===== src/rtl/pipe_pkg.sv =====
// Shared defaults for the pipeline stage buffer: slot geometry and the NOP payload
// that is driven downstream whenever no slot is presented.
package pipe_pkg;
  localparam int unsigned DW_DEF    = 160;
  localparam int unsigned DEPTH_DEF = 2;
  localparam int unsigned PCW_DEF   = 32;

  localparam logic [DW_DEF-1:0] NOP_DATA = '0;
endpackage


===== src/rtl/pipe_buf_ram.sv =====
// Slot storage: one synchronous write port, one asynchronous read port.
// Contents are never reset; the control logic masks stale entries.
module pipe_buf_ram
  import pipe_pkg::*;
#(
  parameter int unsigned DEPTH = DEPTH_DEF,
  parameter int unsigned WW    = DW_DEF + 1 + PCW_DEF,
  parameter int unsigned AW    = $clog2(DEPTH)
) (
  input  logic          clk,
  input  logic          we,
  input  logic [AW-1:0] waddr,
  input  logic [WW-1:0] wdata,
  input  logic [AW-1:0] raddr,
  output logic [WW-1:0] rdata
);

  logic [WW-1:0] mem_q [DEPTH];

  always_ff @(posedge clk) begin
    if (we) mem_q[waddr] <= wdata;
  end

  assign rdata = mem_q[raddr];

endmodule


===== src/rtl/pipe_stage_buf.sv =====
// Elastic pipeline stage buffer: FIFO of DEPTH slots with flush, hold and
// exception blocking. Downstream outputs are masked to NOP while no slot is valid.
module pipe_stage_buf
  import pipe_pkg::*;
#(
  parameter int unsigned DW    = DW_DEF,
  parameter int unsigned DEPTH = DEPTH_DEF,
  parameter int unsigned PCW   = PCW_DEF
) (
  input  logic                       clk,
  input  logic                       cpurst_n,
  input  logic                       up_valid,
  output logic                       up_ready,
  input  logic [DW-1:0]              up_data,
  input  logic                       up_exp,
  input  logic [PCW-1:0]             up_pc,
  output logic                       dn_valid,
  input  logic                       dn_ready,
  output logic [DW-1:0]              dn_data,
  output logic                       dn_exp,
  output logic [PCW-1:0]             dn_pc,
  input  logic                       flush,
  input  logic                       hold,
  output logic [$clog2(DEPTH+1)-1:0] count
);

  localparam int unsigned AW = $clog2(DEPTH);
  localparam int unsigned CW = $clog2(DEPTH+1);
  localparam int unsigned WW = DW + 1 + PCW;

  if ((DEPTH < 2) || (DEPTH > 16) || ((DEPTH & (DEPTH - 1)) != 0)) begin : g_depth_chk
    $error("pipe_stage_buf: DEPTH must be a power of two in 2..16");
  end

  logic [AW-1:0]  wr_ptr_q, wr_ptr_d;
  logic [AW-1:0]  rd_ptr_q, rd_ptr_d;
  logic [CW-1:0]  count_q, count_d;
  logic           exp_block_q, exp_block_d;
  logic [PCW-1:0] last_pc_q, last_pc_d;
  logic           rst_done_q;
  logic           accept, consume;
  logic [WW-1:0]  rd_word;
  logic [DW-1:0]  head_data;
  logic           head_exp;
  logic [PCW-1:0] head_pc;

  pipe_buf_ram #(
    .DEPTH (DEPTH),
    .WW    (WW),
    .AW    (AW)
  ) u_ram (
    .clk   (clk),
    .we    (accept),
    .waddr (wr_ptr_q),
    .wdata ({up_data, up_exp, up_pc}),
    .raddr (rd_ptr_q),
    .rdata (rd_word)
  );

  assign head_data = rd_word[WW-1 -: DW];
  assign head_exp  = rd_word[PCW];
  assign head_pc   = rd_word[PCW-1:0];

  // rst_done_q keeps the reset-release cycle from accepting a slot.
  assign up_ready = rst_done_q & (count_q < CW'(DEPTH)) & ~hold & ~flush & ~exp_block_q;
  assign dn_valid = (count_q != '0) & ~flush;
  assign accept   = up_valid & up_ready;
  assign consume  = dn_valid & dn_ready;

  assign dn_data = dn_valid ? head_data : DW'(NOP_DATA);
  assign dn_exp  = dn_valid & head_exp;
  assign dn_pc   = dn_valid ? head_pc : last_pc_q;
  assign count   = count_q;

  always_comb begin
    wr_ptr_d    = wr_ptr_q;
    rd_ptr_d    = rd_ptr_q;
    count_d     = count_q;
    exp_block_d = exp_block_q;
    last_pc_d   = last_pc_q;
    if (flush) begin
      wr_ptr_d    = '0;
      rd_ptr_d    = '0;
      count_d     = '0;
      exp_block_d = 1'b0;
    end else begin
      if (accept)  wr_ptr_d = wr_ptr_q + AW'(1);
      if (consume) rd_ptr_d = rd_ptr_q + AW'(1);
      count_d = count_q + CW'(accept) - CW'(consume);
      // At most one exception slot is ever buffered, so the head flag identifies it.
      if (consume && head_exp) exp_block_d = 1'b0;
      if (accept && up_exp)    exp_block_d = 1'b1;
    end
    if (accept) last_pc_d = up_pc;
  end

  always_ff @(posedge clk or negedge cpurst_n) begin
    if (!cpurst_n) begin
      wr_ptr_q    <= '0;
      rd_ptr_q    <= '0;
      count_q     <= '0;
      exp_block_q <= 1'b0;
      last_pc_q   <= '0;
      rst_done_q  <= 1'b0;
    end else begin
      wr_ptr_q    <= wr_ptr_d;
      rd_ptr_q    <= rd_ptr_d;
      count_q     <= count_d;
      exp_block_q <= exp_block_d;
      last_pc_q   <= last_pc_d;
      rst_done_q  <= 1'b1;
    end
  end

endmodule


===== config.mk =====
export PLATFORM = sky130hd
export DESIGN_NAME = pipe_stage_buf
export DESIGN_NICKNAME = d
export VERILOG_FILES = /design/src/rtl/pipe_pkg.sv /design/src/rtl/pipe_buf_ram.sv /design/src/rtl/pipe_stage_buf.sv
export SDC_FILE = /design/constraint.sdc
export NUM_CORES = 1
export LEC_CHECK = 0
export ABC_AREA = 1
export BUFFER_PORTS_ARGS = -buffer_cell sky130_fd_sc_hd__buf_4
export CAP_MARGIN = 20
export CORE_MARGIN = 2
export CORE_UTILIZATION = 50
export DETAILED_ROUTE_END_ITERATION = 10
export PLACE_DENSITY = 0.75
export SYNTH_ARGS = -nofsm -noshare
export SYNTH_HDL_FRONTEND = slang
export SYNTH_SLANG_ARGS = --single-unit
export TNS_END_PERCENT = 30

===== constraint.sdc =====
create_clock -name clk -period 16.1 [get_ports clk]
set_input_delay 1.61 -clock clk [delete_from_list [all_inputs] [get_ports clk]]
set_output_delay 1.61 -clock clk [all_outputs]
set_load 0.02 [all_outputs]

**After elaboration in Yosys (flattened, before gate mapping)**

Memories as Yosys holds them, arrays and structs flattened.
Cells that the tools add are included.

- Output and inout bits: 197
- Bits in writable memories: 386
- Memories: 1
- Latch bits: 0
- Register bits: 38
- Input bits: 199
- Bits in read-only memories: 0
- Logic and storage cells: 41

- Equality and inequality tests: 0
- Div/mod/pow operators: 0
- Bitwise logic cells: 11
- Shift-type cells: 0
- Muxes and demuxes: 12
- Add/subtract/negate cells: 4
- $lt $le $gt $ge: 1
- $mul: 0
- Reduce and logical (&&, ||, !) cells: 6

Memories:

| memory | depth | width | read ports | clocked after memory_dff | write ports | RTL line | source |
|---|---|---|---|---|---|---|---|
| u_ram.mem_q | 2 | 193 | 1 | 0 | 1 | pipe_buf_ram.sv:18 | `logic [WW-1:0] mem_q [DEPTH];` |

Operators with widths:

| operator | number |
|---|---|
| 2-to-1 mux 160 bit | 1 |
| 2-to-1 mux 32 bit | 1 |
| 2-to-1 mux 1 bit | 9 |
| bitwise AND 1 bit | 8 |
| nonzero test 2 bit | 3 |
| NOT 1 bit | 3 |
| nonzero test 3 bit | 1 |
| adder 1 bit, second input constant | 2 |
| adder 2 x 1 -> 2 bit | 1 |
| logical AND 1 bit | 2 |
| < comparator 2 bit, second input constant | 1 |
| 2-to-1 mux 2 bit | 1 |
| subtractor 2 x 1 -> 2 bit | 1 |

**Depth between registers and ports, before layout**

- Depth in word-level cells: 9
- Mapped depth: 11
- Mapped depth without buffers: 9

**Cells and area by module**

From an unflattened synthesis, not the netlist that was laid out.

- Cells, all modules: 1634
- Area total of the unflattened synthesis: 17483.0 um2

By module, submodules not included:

| module | cells an instance | area each (um2) | seq. area each (um2) | instances |
|---|---|---|---|---|
| pipe_buf_ram | 1013 | 14159.8 | 11591.1 | 1 |
| pipe_stage_buf | 621 | 3323.2 | 950.9 | 1 |

**Worst setup path after synthesis**

OpenSTA, ideal clock, no wires.

- Path type: input-to-reg
- Start point: in hold
- End point: mem u_ram.mem_q[0][0] in the netlist's numbering (enable)
- Path buffers: 2
- Required time: 15.350 ns
- Setup slack: 5.139 ns
- Stages: 5
- Library setup time: 0.750 ns
- Arrival: 10.211 ns
- Cells stage by stage: nor2_1 -> nand3_2 -> buf_6 -> buf_6 -> nor2_1

- Longest elaborated chain between the ends: 7

RTL lines:

| item | RTL line | source |
|---|---|---|
| from (decl) | pipe_stage_buf.sv:23 | `input logic hold,` |
| NOT 1 bit | pipe_stage_buf.sv:65 | `assign up_ready = rst_done_q & (count_q < CW'(DEPTH)) & ~hold & ~flush & ~exp_block_q;` |
| bitwise AND 1 bit (3 in a row) | pipe_stage_buf.sv:65 |  |
| bitwise AND 1 bit | pipe_stage_buf.sv:67 | `assign accept = up_valid & up_ready;` |
| 2-to-1 mux 1 bit | pipe_buf_ram.sv:21 | `if (we) mem_q[waddr] <= wdata;` |
| 2-to-1 mux 1 bit (implied by the code) | pipe_buf_ram.sv:21 |  |
| to (decl) | pipe_buf_ram.sv:18 |  |

Every way passes these cells.

**Worst setup path in the final report**

- Start point: in flush
- End point: out dn_pc[6]

- Longest elaborated chain between the ends: 3

RTL lines:

| item | RTL line | source |
|---|---|---|
| from (decl) | pipe_stage_buf.sv:22 | `input logic flush,` |
| NOT 1 bit | pipe_stage_buf.sv:66 | `assign dn_valid = (count_q != '0) & ~flush;` |
| bitwise AND 1 bit | pipe_stage_buf.sv:66 |  |
| 2-to-1 mux 32 bit | pipe_stage_buf.sv:72 | `assign dn_pc = dn_valid ? head_pc : last_pc_q;` |
| to (decl) | pipe_stage_buf.sv:21 | `output logic [PCW-1:0] dn_pc,` |

Every way passes these cells.

==> metrics.yaml <==
cts_setup_buffers: 0
core_area_um2: 33620
cts_made_buffers: 43
cts_tree: "built"
r2r-end: "u_ram.mem_q[1][117]"
power_density_nw_per_um2: 115.2
status: "complete, no violations"
syn-cell-area_um2: 17120
startpoint_type: "input pin"
arrival_ns: 3.86
finalCoreUtilization: 0.6470
cp-startpoint: "flush"
antenna_found_initial: 0
finalWirelength_um: 39560
end_kind: "output port"
cts_resized: 0
power_switching_uw: 584.4
htree_levels: 2
r2r_cells: 8
clk_pin_slew_ns: 0.05
pwr-share-clk: 0.381
cts_root_buffer: "clkbuf_16"
fin_area_um2: 21750
reg2reg_from: "count[1]"
vias: 11759
die-area_um2: 35730
leakagePower_nw: 10.39
rsz0062_at_grt: "false"
nFillCells: 2559
die_x_um: 189.0
switching_share: 0.2333
path_cells: "buf_4, nor2_4, buf_4, nor2_1, a31oi_1, buf_4"
maxCapViolCount: 0
clockBufferDepth: 3
dp_cells: 2341
grt_pass1_vias: 11300
hold_path.class: "register to register"
grt_max_degree: 101
fmax_mhz: 182.9
synth-seq-area-share: 0.7327
syn_inst: 1560
crit_path_frequent_cell: "buf_4"
setup_viol: 0
drtPass1Iterations: 8
yosysWarnings: 0
pwr-share-seq: 0.499
drt-vias-per-instance: 4.863
drtIter0Drc: 739
fp-row-count: 67
r2r_slack_ns: 12.83
grtUsageTotal: 0.2163
post-route-drc-count: 0
drive_gt1_frac: 0.2421
hold_path.startpoint: "last_pc_q[1]"
gr-total-overflow: 0
power.total_mw: 2.505
crit_fanout: 89
layoutNonFillerInstCount: 2418
io_buffers: 395
yosysUniqueCellTypes: 23
drv_slew: 0
tns_ns: 0
worst_clock_skew_ns: 0.009324
place_area_um2: 20400
tightestPinTransition_ns: 1.109
initial_core_util: 0.5092
fin_ws_ns: 10.63
slowest_stage: "buf_4"
dpl_worst_slack_ns: 10.60
grt_pass1_wl_um: 60670
ys_ff_latch: 424
cp.required_ns: 14.49
drt.antenna.violating_nets: 0
internal-power_mw: 1.921
comb_power_share: 0.119
whs_path_depth: 2
dp_hpwl_um: 24760
fin_crit_ns: 5.466
gp_congestion: 0.7986
whs_ns: 0.4833
clock_latency_ns: 0.53
period_share: 0.3395
min_to: "last_pc_q[1]"
crit_path_max_incr_delay_ns: 0.85
pin_count: 396
hold_viol: 0
die_h_um: 189.0
ctsHoldBuffers: 0
wl_per_cell_um: 16.36
synth_nets: 1761
n_antenna_cell: 0
relSlewSlack: 0.2605
area_growth_pct: 27.06
clock-sinks: 424
syn_avg_cell_area_um2: 10.97
nets: 2139
critPathKind: "input pin to output port"
ir_drop_v: 0.00008216
==> power groups by stage <==
stage / logic, mW / registers [mW] / clock network (mW)
after floorplan: 0.164 / 1.27 / 0
after global placement: 0.294 / 1.27 / 0
after detailed placement: 0.300 / 1.27 / 0
after CTS: 0.302 / 1.25 / 0.975
after global routing: 0.328 / 1.25 / 1.02
final: 0.299 / 1.25 / 0.955
==> Yosys cell counts <==
cell / count / share of area
nand4_1: 1 / 0.00037
xnor2_1: 1 / 0.00051
nor4_1: 1 / 0.00037
nand3_1: 3 / 0.00088
nor2_1: 38 / 0.0083
clkbuf_1: 5 / 0.0011
nand2_1: 742 / 0.16
conb_1: 1 / 0.00022
ha_1: 2 / 0.0015
buf_2: 64 / 0.019
edfxtp_1: 386 / 0.68
buf_6: 2 / 0.0013
and2_1: 1 / 0.00037
dfrtp_1: 38 / 0.056
nor2_2: 2 / 0.00073
inv_2: 1 / 0.00022
a31oi_1: 32 / 0.012
o21ai_2: 7 / 0.0036
xor2_1: 1 / 0.00051
nand3_2: 1 / 0.00058
inv_1: 199 / 0.044
buf_4: 4 / 0.0018
o21ai_0: 28 / 0.0082
==> cell type report <==
type | count | area, um2 | share of cell area
sequential | 424 | 12550 | 0.5769
multi-input combinational | 861 | 3452 | 0.1587
timing repair buffer | 408 | 3083 | 0.1418
clock buffer | 61 | 1206 | 0.05546
inverter | 200 | 755.7 | 0.03475
tap | 448 | 560.5 | 0.02577
clock inverter | 16 | 145.1 | 0.006674
==> how the worst max path moves through the flow <==
stage | end | slack [ns] | depth (start not counted)
2_1_floorplan | u_ram.mem_q[0][0] | 5.14 | 5
3_3_place_gp | dn_pc[6] | 10.62 | 6
3_5_place_dp | dn_pc[0] | 10.60 | 6
4_1_cts | dn_pc[6] | 10.61 | 6
5_1_grt | dn_pc[13] | 10.37 | 6
6_report | dn_pc[6] | 10.63 | 6
==> per-layer routing <==
metal / GRT usage / vias up / part of all wire
li1: - / 5705 / -
met1: 0.2777 / 5526 / 0.39
met2: 0.3576 / 455 / 0.48
met3: 0.06024 / 73 / 0.094
met4: 0.07121 / 0 / 0.027
met5: 0 / - / 0
==> flip-flops by register name, indices dropped and copies added (netlist names) <==
name / cells
count: 2
last_pc_q: 32
wr_ptr_q: 1
rd_ptr_q: 1
exp_block_q: 1
u_ram.mem_q: 386
rst_done_q: 1
==> worst max-delay path: cells and delay by family <==
kind                   cells  cell delay, ns
buffers and inverters      3            1.18
AO/OA/AOI/OAI              1            0.24
AND/OR/NAND/NOR            2            0.78
==> cells by family after synthesis <==
family | count (synthesis) | share of synthesized area
other cells | 1 | 0.0002191
buf+inv | 275 | 0.06674
compound gates | 67 | 0.02346
flops | 424 | 0.7327
simple gates | 789 | 0.1743
xor+xnor | 2 | 0.001024
fa+ha+maj | 2 | 0.001462
==> cell usage in the layout, fill, tap and decap left out, types with 8 or more instances in the layout <==
| master | n |
|---|---|
| a31oi_1 | 32 |
| buf_4 | 407 |
| clkbuf_1 | 14 |
| clkbuf_16 | 45 |
| clkinv_1 | 8 |
| dfrtp_1 | 37 |
| edfxtp_1 | 386 |
| inv_1 | 199 |
| nand2_1 | 742 |
| nor2_1 | 36 |
| o21ai_0 | 28 |
No activity file was read; power rests on OpenSTA's default activity.
